## src/rtl/audio_dma_arbiter_pkg.sv

```systemverilog
// Shared state encoding and limits for the audio DMA arbiter.
package AUDIO_pkg;

    localparam int unsigned AUDIO_ARB_MAX_CH = 8;

    typedef enum logic [1:0] {
        AS_IDLE = 2'd0,
        AS_BUS  = 2'd1,
        AS_COOL = 2'd2
    } audio_arb_state_t;

endpackage

```

## src/rtl/audio_dma_arbiter_rr_pick.sv

```systemverilog
// Combinational round-robin selector: first requester after 'last', wrapping modulo NCH.
module AUDIO_rr_pick
    import AUDIO_pkg::*;
#(
    parameter int unsigned NCH = 4
) (
    input  logic [NCH-1:0]          req,
    input  logic [$clog2(NCH)-1:0]  last,
    output logic [$clog2(NCH)-1:0]  id,
    output logic                    found
);

    localparam int unsigned IW = $clog2(NCH);

    logic [IW-1:0] idx;

    always_comb begin
        id    = '0;
        found = 1'b0;
        idx   = '0;
        // Offsets 1..NCH so that 'last' itself is considered only after everyone else.
        for (int i = 1; i <= int'(NCH); i++) begin
            idx = IW'((32'(last) + 32'(i)) % NCH);
            if (!found && req[idx]) begin
                found = 1'b1;
                id    = idx;
            end
        end
    end

endmodule

```

## src/rtl/audio_dma_arbiter.sv

```systemverilog
// Round-robin arbiter sharing one 32-bit bus read port between NCH audio channels.
// Optional bus-stall timeout is enabled by defining AUDIO_DMA_ARB_TIMEOUT_EN.
module audio_dma_arbiter
    import AUDIO_pkg::*;
#(
    parameter int unsigned NCH            = 4,
    parameter int unsigned TIMEOUT_CYCLES = 1024
) (
    input  logic                    i_reset,
    input  logic                    i_clock,
    input  logic [NCH-1:0]          i_ch_request,
    input  logic [NCH*32-1:0]       i_ch_address,
    output logic [NCH-1:0]          o_ch_ready,
    output logic [31:0]             o_ch_rdata,
    output logic                    o_bus_request,
    output logic [31:0]             o_bus_address,
    input  logic                    i_bus_ready,
    input  logic [31:0]             i_bus_rdata,
    output logic [$clog2(NCH)-1:0]  o_grant_id,
    output logic                    o_active,
    output logic                    o_timeout
);

    localparam int unsigned IW = $clog2(NCH);

    audio_arb_state_t state;
    logic [IW-1:0]    last;
    logic [IW-1:0]    pick_id;
    logic             pick_found;
    logic [31:0]      pick_addr;
    logic [NCH-1:0]   grant_onehot;

    AUDIO_rr_pick #(
        .NCH (NCH)
    ) u_pick (
        .req   (i_ch_request),
        .last  (last),
        .id    (pick_id),
        .found (pick_found)
    );

    assign pick_addr    = i_ch_address[32*pick_id +: 32];
    assign grant_onehot = NCH'(1) << o_grant_id;

`ifdef AUDIO_DMA_ARB_TIMEOUT_EN
    localparam logic [15:0] TMO_LAST = 16'(TIMEOUT_CYCLES - 1);
    logic [15:0] tmo_cnt;
`else
    assign o_timeout = 1'b0;
`endif

    always_ff @(posedge i_clock) begin
        if (i_reset) begin
            state         <= AS_IDLE;
            last          <= IW'(NCH - 1);
            o_ch_ready    <= '0;
            o_ch_rdata    <= '0;
            o_bus_request <= 1'b0;
            o_bus_address <= '0;
            o_grant_id    <= '0;
            o_active      <= 1'b0;
`ifdef AUDIO_DMA_ARB_TIMEOUT_EN
            tmo_cnt       <= '0;
            o_timeout     <= 1'b0;
`endif
        end else begin
            o_ch_ready <= '0;
            unique case (state)
                AS_IDLE: begin
                    if (pick_found) begin
                        o_grant_id    <= pick_id;
                        o_bus_address <= pick_addr;
                        o_bus_request <= 1'b1;
                        o_active      <= 1'b1;
                        state         <= AS_BUS;
`ifdef AUDIO_DMA_ARB_TIMEOUT_EN
                        tmo_cnt       <= '0;
`endif
                    end
                end
                AS_BUS: begin
                    // Bus completion takes priority over a simultaneous timeout expiry.
                    if (i_bus_ready) begin
                        o_ch_rdata    <= i_bus_rdata;
                        o_ch_ready    <= grant_onehot;
                        o_bus_request <= 1'b0;
                        last          <= o_grant_id;
                        state         <= AS_COOL;
                    end
`ifdef AUDIO_DMA_ARB_TIMEOUT_EN
                    else if (tmo_cnt == TMO_LAST) begin
                        o_ch_rdata    <= '0;
                        o_ch_ready    <= grant_onehot;
                        o_bus_request <= 1'b0;
                        o_timeout     <= 1'b1;
                        last          <= o_grant_id;
                        state         <= AS_COOL;
                    end else begin
                        tmo_cnt <= tmo_cnt + 16'd1;
                    end
`endif
                end
                AS_COOL: begin
                    // The served channel still holds its request this cycle; ignore all.
                    o_active <= 1'b0;
                    state    <= AS_IDLE;
                end
                default: begin
                    state <= AS_IDLE;
                end
            endcase
        end
    end

endmodule

```

## config.mk

```make
export PLATFORM = sky130hd
export DESIGN_NAME = audio_dma_arbiter
export DESIGN_NICKNAME = d
export VERILOG_FILES = /design/src/rtl/audio_dma_arbiter_pkg.sv /design/src/rtl/audio_dma_arbiter_rr_pick.sv /design/src/rtl/audio_dma_arbiter.sv
export SDC_FILE = /design/constraint.sdc
export NUM_CORES = 1
export LEC_CHECK = 0
export ABC_AREA = 1
export BUFFER_PORTS_ARGS = -buffer_cell sky130_fd_sc_hd__buf_2
export CORE_MARGIN = 2
export CORE_UTILIZATION = 38
export CTS_CLUSTER_SIZE = 14
export DETAILED_ROUTE_END_ITERATION = 6
export HOLD_SLACK_MARGIN = 0.08
export MAX_ROUTING_LAYER = met4
export PLACE_DENSITY = 0.71
export SLEW_MARGIN = 15
export SYNTH_ARGS = -nofsm -noshare
export SYNTH_HDL_FRONTEND = slang
export SYNTH_SLANG_ARGS = --single-unit
```

## constraint.sdc

```tcl
create_clock -name i_clock -period 3.3 [get_ports i_clock]
set_input_delay 0.33 -clock i_clock [delete_from_list [all_inputs] [get_ports i_clock]]
set_output_delay 0.33 -clock i_clock [all_outputs]
set_load 0.03 [all_outputs]
```

## Word-level counts from Yosys, hierarchy flattened

Index checks and enable logic that the tools add are counted.
W data, S select, Z words.

| operators by class | value |
|---|---|
| reductions and logical operators | 15 |
| mux-type cells | 23 |
| equal/unequal tests | 4 |
| add/subtract/negate cells | 4 |
| shifts and indexed selects | 2 |
| bitwise operators | 2 |
| order comparisons | 4 |

Operator list:

| cell | count |
|---|---|
| $shiftx A128 B8 Y32 | 1 |
| $lt A2 B3 Y1 const B | 4 |
| $mux W2 | 6 |
| $mux W1 | 10 |
| $bmux W1 S2 | 4 |
| $reduce_and A2 Y1 | 4 |
| $add A2 B1 Y2 const B | 2 |
| $add A2 B2 Y2 const B | 2 |
| $ne A2 B2 Y1 const B | 2 |
| $pmux W1 S2 | 2 |
| $pmux W2 S2 | 1 |
| $reduce_bool A2 Y1 | 2 |
| $shl A1 B2 Y4 const A | 1 |
| $logic_and A1 B1 Y1 | 3 |
| $logic_not A1 Y1 | 3 |
| $reduce_and A3 Y1 | 1 |
| $reduce_or A3 Y1 | 1 |
| $eq A2 B1 Y1 const B | 1 |
| $eq A2 B2 Y1 const B | 1 |
| $logic_not A2 Y1 | 1 |
| $not A1 Y1 | 2 |

| word-level totals | value |
|---|---|
| register bits after elaboration | 76 |
| word-level logic and storage cells | 62 |
| output and inout bits | 73 |

## Depth between registers and ports, before layout

Gate-level depths: netlist of run 1.

| logic depth | value |
|---|---|
| depth in word-level cells | 15 |
| depth in mapped cells | 18 |
| gate-level depth less buffers | 15 |

## Cells and area by module

A second synthesis of run 1 with hierarchy kept.

| unflattened totals | value |
|---|---|
| cells, all modules | 655 |
| area, all modules | 4255.3 um^2 |

By module, submodules not included:

| module | times used | cells each | area each (um^2) |
|---|---|---|---|
| audio_dma_arbiter | 1 | 603 | 3983.8 |
| AUDIO_rr_pick | 1 | 52 | 271.5 |

## Worst setup path before layout of run 1

OpenSTA, ideal clock, no wires.

| path | value |
|---|---|
| path kind | reg-to-reg |
| start | reg last[0] |
| end | reg o_bus_address[0] |
| data required time | 3.191 ns |
| buffers on the path | 3 |
| slack | 1.583 ns |
| cell stages (with the launch flop) | 17 |
| period minus slack after synthesis | 1.717 ns |
| arrival | 1.608 ns |
| path through | dfxtp_1 -> buf_6 -> inv_4 -> nand2_1 -> nand2_2 -> nand2_2 -> nand2_2 -> nor2_4 -> nand3_1 -> nand3_2 -> buf_6 -> inv_2 -> buf_6 -> nand3_1 -> nand3_1 -> nand2_1 -> inv_1 |

| on the way | value |
|---|---|
| word-level cells in the longest chain between the ends | 14 |
| elaborated cells on any way between the ends | 28 |
| those cells by class | add/sub: 4; shift: 1; mux: 16; reduce/logical: 7 |

Ends and longest elaborated chain:

| item | RTL line | source |
|---|---|---|
| from (decl) | audio_dma_arbiter.sv:27 | `logic [IW-1:0] last;` |
| from (signal assigned) | audio_dma_arbiter.sv:55 | `last <= IW'(NCH - 1);` |
| from (signal assigned) | audio_dma_arbiter.sv:87 | `last <= o_grant_id;` |
| $add A2 B1 Y2 | audio_dma_arbiter_rr_pick.sv:23 | `idx = IW'((32'(last) + 32'(i)) % NCH);` |
| $bmux W1 S2 | audio_dma_arbiter_rr_pick.sv:24 | `if (!found && req[idx]) begin` |
| $mux W1 (not written as such) | audio_dma_arbiter_rr_pick.sv:24 |  |
| $mux W1 | audio_dma_arbiter_rr_pick.sv:24 |  |
| $logic_not A1 Y1 | audio_dma_arbiter_rr_pick.sv:24 |  |
| $logic_and A1 B1 Y1 | audio_dma_arbiter_rr_pick.sv:24 |  |
| $mux W1 | audio_dma_arbiter_rr_pick.sv:24 |  |
| $logic_not A1 Y1 | audio_dma_arbiter_rr_pick.sv:24 |  |
| $logic_and A1 B1 Y1 | audio_dma_arbiter_rr_pick.sv:24 |  |
| $mux W1 | audio_dma_arbiter_rr_pick.sv:24 |  |
| $logic_not A1 Y1 | audio_dma_arbiter_rr_pick.sv:24 |  |
| $logic_and A1 B1 Y1 | audio_dma_arbiter_rr_pick.sv:24 |  |
| $mux W2 / $mux W1 (equally long branches) | audio_dma_arbiter_rr_pick.sv:24 |  |
| $shiftx A128 B8 Y32 / $reduce_and A2 Y1 (equally long branches) | - |  |
| to (signal assigned) | audio_dma_arbiter.sv:72 | `o_bus_address <= pick_addr;` |
| to (decl) | audio_dma_arbiter.sv:16 | `output logic [31:0] o_bus_address,` |

Several ways; a longest one is shown, not always the timed one. The select of a mux whose other input is x is not followed.
A chain may end at the register's enable or synchronous reset.

## Worst setup path after layout of run 1

| path | value |
|---|---|
| start | reg last[0] |
| end | reg o_bus_address[20] |

Same word-level chain as after synthesis.

==> results of run 1 <==
cells by family (layout without fill, tap and decap cells):
logic type | Yosys count | in the layout
and+or+nand+nor | 390 | 390
buffers and inverters | 136 | 359
DFF | 76 | 76
AOI/OAI and AO/OA | 42 | 42
other | 1 | 1
area by class of cell:
| type | count | area, um2 |
|---|---|---|
| tap | 140 | 175 |
| clock inverter | 7 | 62.6 |
| timing repair buffer | 243 | 1230 |
| sequential | 76 | 1520 |
| multi-input combinational | 433 | 2020 |
| clock buffer | 9 | 124 |
| inverter | 100 | 380 |
| fill | 1181 | 5240 |
cells in the final DEF (no fill, tap or decap):
master,n
a21oi_1,3
inv_1,93
a22oi_1,2
clkbuf_8,9
nand4_1,1
nand3_1,103
nor2_2,1
inv_6,5
nand2_4,2
nand3_2,1
inv_2,4
nand2_1,201
nor3_1,4
o31ai_1,1
o21ai_0,3
buf_4,5
inv_8,1
nor2_4,2
inv_4,2
clkinvlp_4,1
a211oi_1,1
conb_1,1
and2_1,1
buf_2,238
dfxtp_1,76
clkinv_1,1
nand3b_1,1
nand2_2,6
nor2_1,66
nand3_4,1
a22o_1,32
registers in the layout, indices dropped and copies added, names as in the netlist:
register	count
o_ch_rdata	32
state	2
o_ch_ready	4
o_bus_address	32
o_grant_id	2
last	2
o_active	1
o_bus_request	1
critical path, cell delays in order (launching register included):
cell and delay [ps]:
dfxtp_1 490, inv_4 90, nand2_1 70, nand2_1 80, nand2_1 100, nand2_2 80
nor2_4 130, nand3_4 340, nand2_2 200, buf_4 520, nand2_1 100, nand3_1 90
nand3_1 90, nand2_1 80, inv_1 30
power by group through the flow:
stage / sequential (mW) / clock (mW) / combinational (mW)
after floorplan: 1.72 / 0 / 1.44
after global placement: 1.28 / 0 / 2.35
after detailed placement: 1.29 / 0 / 2.36
after CTS: 1.27 / 0.715 / 2.37
after global routing: 1.30 / 0.759 / 2.62
final: 1.27 / 0.694 / 2.33
metrics by stage:
stage | util (%) | power, mW
2_1_floorplan | - | 3.16
3_3_place_gp | 49.5 | 3.63
3_5_place_dp | 49.5 | 3.65
4_1_cts | 51.3 | 4.35
5_1_grt | 51.3 | 4.68
6_report | 51.3 | 4.30
path summary, 6_finish.rpt:
kind	startpoint	to	slack, ps	depth (start not counted)
max	last[0]	o_bus_address[20]	690	14
min	i_bus_ready	state[0]	180	2
max reg2reg	last[0]	o_bus_address[20]	690	14
min reg2reg	o_bus_request	o_bus_request	460	2
metal layers:
layer / GRT usage, % / wire (um) / part of all wire (%)
met1: 25.1 / 5340 / 44
met2: 34.9 / 6070 / 50
met3: 3.25 / 528 / 4.4
met4: 6.78 / 170 / 1.4
met5: - / 0 / 0
==> results by group, run 1 <==
Logic synthesis
  – Mux contribution to synthesized area: 0%
  – Synth area leader: dfxtp_1
  – Top-count cell post-synth: nand2_1
  – Largest family of logic cells by synthesized area: simple AND/OR/NAND/NOR gates
  – Post-Syn Nets: 812
  – Post-synthesis sequential area ratio: 36.6%
  – Synth cell types: 29
  – Commonest cells post-synth: 201 x nand2_1, 103 x nand3_1, 93 x inv_1
  – YS warnings: 0
  – Xor/xnor share of the synthesized area: 0%
  – Syn avg cell area: 6.44 um2
  – Synthesized netlist cell count: 645
  – Ys async rst share: 0%
  – Compound-Gate Fraction of Synth Area: 8.20%
  – Primary FF master, synth: dfxtp_1
  – Synth area leaders: dfxtp_1 37%, nand2_1 18%, nand3_1 12%
  – Top-area cell type share of the netlist area: 36.6%
  – Post-synthesis adder-cell area fraction: 0%
  – Number of synthesized register bits: 76
  – Post-synth EDFFs: 0
  – Simple-Gate Fraction of Synth Area: 40.3%
  – Synthesized area: 4150 um2

Clocking
  – Post-CTS Resized: 0
  – Total CTS buffers: 9
  – Reg clk slew, reported paths: 80 ps
  – CTS sink count: 76
  – Skew-Pair Late Insertion Delay: 350 ps
  – Clock Path Buffers: 2
  – CTS tree: yes
  – Number of H-tree levels: 3
  – Hold buffers post-CTS: 0
  – Postcts setup bufs: 0
  – Root Buffer: clkbuf_8

Die
  – Core Area: 10700 um2
  – Cell Rows: 38
  – Ports: 240
  – Starting density of the core: 38.6%
  – Die Area: 11800 um2
  – Die Y: 109 um
  – Die Span X: 109 um

Critical path
  – Critical path data arrival time: 2860 ps
  – CP Launch Type: flip-flop
  – Worst Setup End Kind: flip-flop
  – Worst Setup Path Type: reg -> reg
  – Critical Path RT: 3550 ps
  – CP max FO: 64

Power and ir drop
  – Reg power frac: 29.5%
  – Net load switching power: 2.14 mW
  – Int Power: 2.16 mW
  – Sw frac: 49.7%
  – Leak: 3.37 nW
  – Peak VDD IR: 413 uV
  – Pwr Density: 780 nW/um2
  – Logic gate share of total power: 54.3%
  – Clock power share: 16.1%

Timing
  – F_max: 383 MHz
  – Hold WS: 178 ps
  – Min Tclk post-route: 2610 ps
  – RSZ-0062 raised after global routing: no
  – Slew headroom: 41.2%
  – Worst-margin pin slew: 881 ps
  – Final Hold Viols: 0
  – Setup-failing EPs final: 0
  – Setup TNS: 0 ps
  – Clk_skew: 12.7 ps
  – Final worst slack: 692 ps
  – Fin crit share: 79.0%
  – Pins Over Slew Limit: 0

Run
  – Total of max-cap violations: 0

Place
  – GP Congestion: 0.864
  – Post-placement worst setup slack: 672 ps
  – Post-DP Area: 5320 um2
  – DP Wirelength: 9020 um
  – Placed Cells: 992
  – IO Port Bufs: 238

Layout
  – Area delta synth->final: 32.7%
  – Post-layout nets: 1030
  – Finished Layout Cells: 1008
  – Diodes inserted: 0
  – Final Cell Area: 5510 um2
  – Share of cells above drive strength 1: 32.0%

GRT
  – Largest net degree at the start of global routing: 65
  – Initial antenna violation count: 0
  – First-pass GRT wire length: 19000 um
  – Grt ovf: 0
  – Global-route usage over all layers: 20.6%
  – Vias in the first global route: 4161

Detailed routing
  – Via count: 4657
  – Vias/cell: 4.62
  – Drt wl/cell: 12.0 um
  – Initial DRT Pass Iterations: 4
  – Drt first-iter violations: 279
  – Final ANT Viol Nets: 0
  – # DRC: 0
  – WL final: 12100 um

Hold path
  – Worst min path class: in -> reg

Outcome
  – Outcome: finished clean
Note: power is estimated with default switching activity, not from simulation.
==> run 2, diff against run 1 <==
==> constraint.sdc (replaced) <==
create_clock -name i_clock -period 2.6 [get_ports i_clock]
set_input_delay 0.26 -clock i_clock [delete_from_list [all_inputs] [get_ports i_clock]]
set_output_delay 0.26 -clock i_clock [all_outputs]
set_load 0.03 [all_outputs]
==> results by group, run 2 (synthesis gave the netlist of run 1 again) <==
Die
  – Die Span X: 109 um (unchanged)
  – Ports: 240 (unchanged)
  – Cell Rows: 38 (unchanged)
  – Die Area: 11800 um2 (unchanged)
  – Die Y: 109 um (unchanged)
  – Starting density of the core: 38.6% (unchanged)
  – Core Area: 10700 um2 (unchanged)

Critical path
  – Cell family with most CP delay: simple AND/OR/NAND/NOR gates (unchanged)
  – Worst Setup End Kind: flip-flop (unchanged)
  – Crit-path most repeated cell: nand2_1 (unchanged)
  – CP Buf/Inv Count: 2 (was 3)
  – CP cell instances: inv_4, nand2_1, nand2_1, nand2_1, nand2_2, nor2_4, nand3_4, nand2_2, clkinvlp_4, nand2_1, nand2_1, nor2_1, nor2_1 (was inv_4, nand2_1, nand2_1, nand2_1, nand2_2, nor2_4, nand3_4, nand2_2, buf_4, nand2_1, nand3_1, nand3_1, nand2_1, inv_1)
  – Reg2reg path depth: 13 (was 14)
  – CP Launch Type: flip-flop (unchanged)
  – Critical Path Max Stage Delay: 480 ps (was 520 ps)
  – Worst Setup Path Type: reg -> reg (unchanged)
  – Slowest-stage cell, CP: dfxtp_1 (was buf_4)
  – CP max FO: 17 (was 64)
  – Critical path depth: 13 (was 14)
  – Critical path data arrival time: 2510 ps (was 2860 ps)
  – Critical Path RT: 2850 ps (was 3550 ps)

Place
  – DP Wirelength: 9060 um (was 9020 um)
  – GP Congestion: 0.813 (was 0.864)
  – IO Port Bufs: 238 (unchanged)
  – Post-placement worst setup slack: 264 ps (was 672 ps)

GRT
  – Initial antenna violation count: 0 (unchanged)
  – Grt ovf: 0 (unchanged)
  – Largest net degree at the start of global routing: 65 (unchanged)
  – Vias in the first global route: 4196 (was 4161)
  – Global-route usage over all layers: 20.5% (was 20.6%)
  – First-pass GRT wire length: 19000 um (about the same)

Power and ir drop
  – Leak: 3.38 nW (was 3.37 nW)
  – Net load switching power: 2.73 mW (was 2.14 mW)
  – Int Power: 2.77 mW (was 2.16 mW)
  – Logic gate share of total power: 55.2% (was 54.3%)
  – Reg power frac: 29.2% (was 29.5%)
  – Clock power share: 15.6% (was 16.1%)
  – Pwr Density: 991 nW/um2 (was 780 nW/um2)
  – Peak VDD IR: 489 uV (was 413 uV)
  – Sw frac: 49.6% (was 49.7%)

Layout
  – Largest registers: o_bus_address: 32 flops, o_ch_rdata: 32 flops, o_ch_ready: 4 flops (unchanged)
  – Core Util, Final: 51.7% (was 51.3%)
  – Post-layout nets: 1033 (was 1030)
  – Most common cell after layout, fill and taps aside: buf_2 (unchanged)
  – Area delta synth->final: 33.8% (was 32.7%)
  – Commonest cells after routing, fill and taps aside: 238 x buf_2, 201 x nand2_1, 103 x nand3_1 (unchanged)
  – Share of cells above drive strength 1: 32.4% (was 32.0%)

Timing
  – Min Tclk post-route: 2270 ps (was 2610 ps)
  – F_max: 441 MHz (was 383 MHz)
  – Final Hold Viols: 0 (unchanged)
  – Pins Over Slew Limit: 0 (unchanged)
  – Final worst slack: 332 ps (was 692 ps)
  – Setup TNS: 0 ps (unchanged)
  – Fin crit share: 87.2% (was 79.0%)
  – Setup-failing EPs final: 0 (unchanged)
  – Clk_skew: 11.6 ps (was 12.7 ps)
  – RSZ-0062 raised after global routing: no (unchanged)

Outcome
  – Outcome: finished clean (unchanged)

Clocking
  – Clock Path Buffers: 2 (unchanged)
  – Root Buffer: clkbuf_8 (unchanged)
  – Reg clk slew, reported paths: 90 ps (was 80 ps)
  – CTS sink count: 76 (unchanged)
  – CTS tree: yes (unchanged)
  – Number of H-tree levels: 3 (unchanged)
  – Total CTS buffers: 9 (unchanged)
  – Skew-Pair Late Insertion Delay: 340 ps (was 350 ps)

Detailed routing
  – Final ANT Viol Nets: 0 (unchanged)
  – WL final: 12200 um (was 12100 um)
  – Via count: 4605 (was 4657)
  – Vias/cell: 4.55 (was 4.62)
  – Drt first-iter violations: 177 (was 279)
  – Drt wl/cell: 12.0 um (about the same)
  – Initial DRT Pass Iterations: 4 (unchanged)
  – # DRC: 0 (unchanged)

Run
  – Total of max-cap violations: 0 (unchanged)

Hold path
  – Hold path cells: 2 (unchanged)
  – Worst min path class: in -> reg (unchanged)
==> run 2: final timing paths <==
check | start | to | slack [ps]
min | i_bus_rdata[12] | o_ch_rdata[12] | 130
max | last[0] | o_bus_address[13] | 330
min reg2reg | o_bus_request | o_bus_request | 450
max reg2reg | last[0] | o_bus_address[13] | 330
==> run 2: final cells by class <==
class | count | area (um2)
fillers | 1147 | 5190
clock buffers | 9 | 124
clock inverters | 7 | 67.6
inverters | 100 | 384
flip-flops and latches | 76 | 1520
diodes | 1 | 2.50
well taps | 140 | 175
repair inverters | 1 | 7.51
multi-input cells | 433 | 2020
repair buffers | 245 | 1260
==> run 2: what timing repair did <==
| item | CTS | global route |
|---|---|---|
| gates resized for setup | 0 | 2 |
| hold buffers | 0 | 0 |
| endpoints found under the setup margin | 0 | 5 |
| setup buffers | 0 | 0 |
==> run 2: per-stage QoR <==
stage,cell area [um2],power [mW],hold slack [ps],std cells
after floorplan,4150,4.01,361,645
after global placement,5350,4.65,435,994
after detailed placement,5350,4.65,440,994
after CTS,5540,5.53,111,1010
after global routing,5550,5.97,108,1011
final,5560,5.51,130,1012
==> run 2: routing by layer <==
layer,global-route usage [%],vias up,wire [um]
met2,34.9,132,6100
met4,5.04,0,135
li1,-,2446,-
met3,4.04,11,628
met1,25.0,2016,5320
met5,-,-,0
==> run 2: power by group through the flow <==
stage                     registers, mW  clock network (mW)  logic (mW)
after global placement             1.63                   0        3.02
after CTS                          1.61               0.888        3.03
final                              1.61               0.860        3.04
after global routing               1.65               0.939        3.38
after detailed placement           1.63                   0        3.02
after floorplan                    2.18                   0        1.83
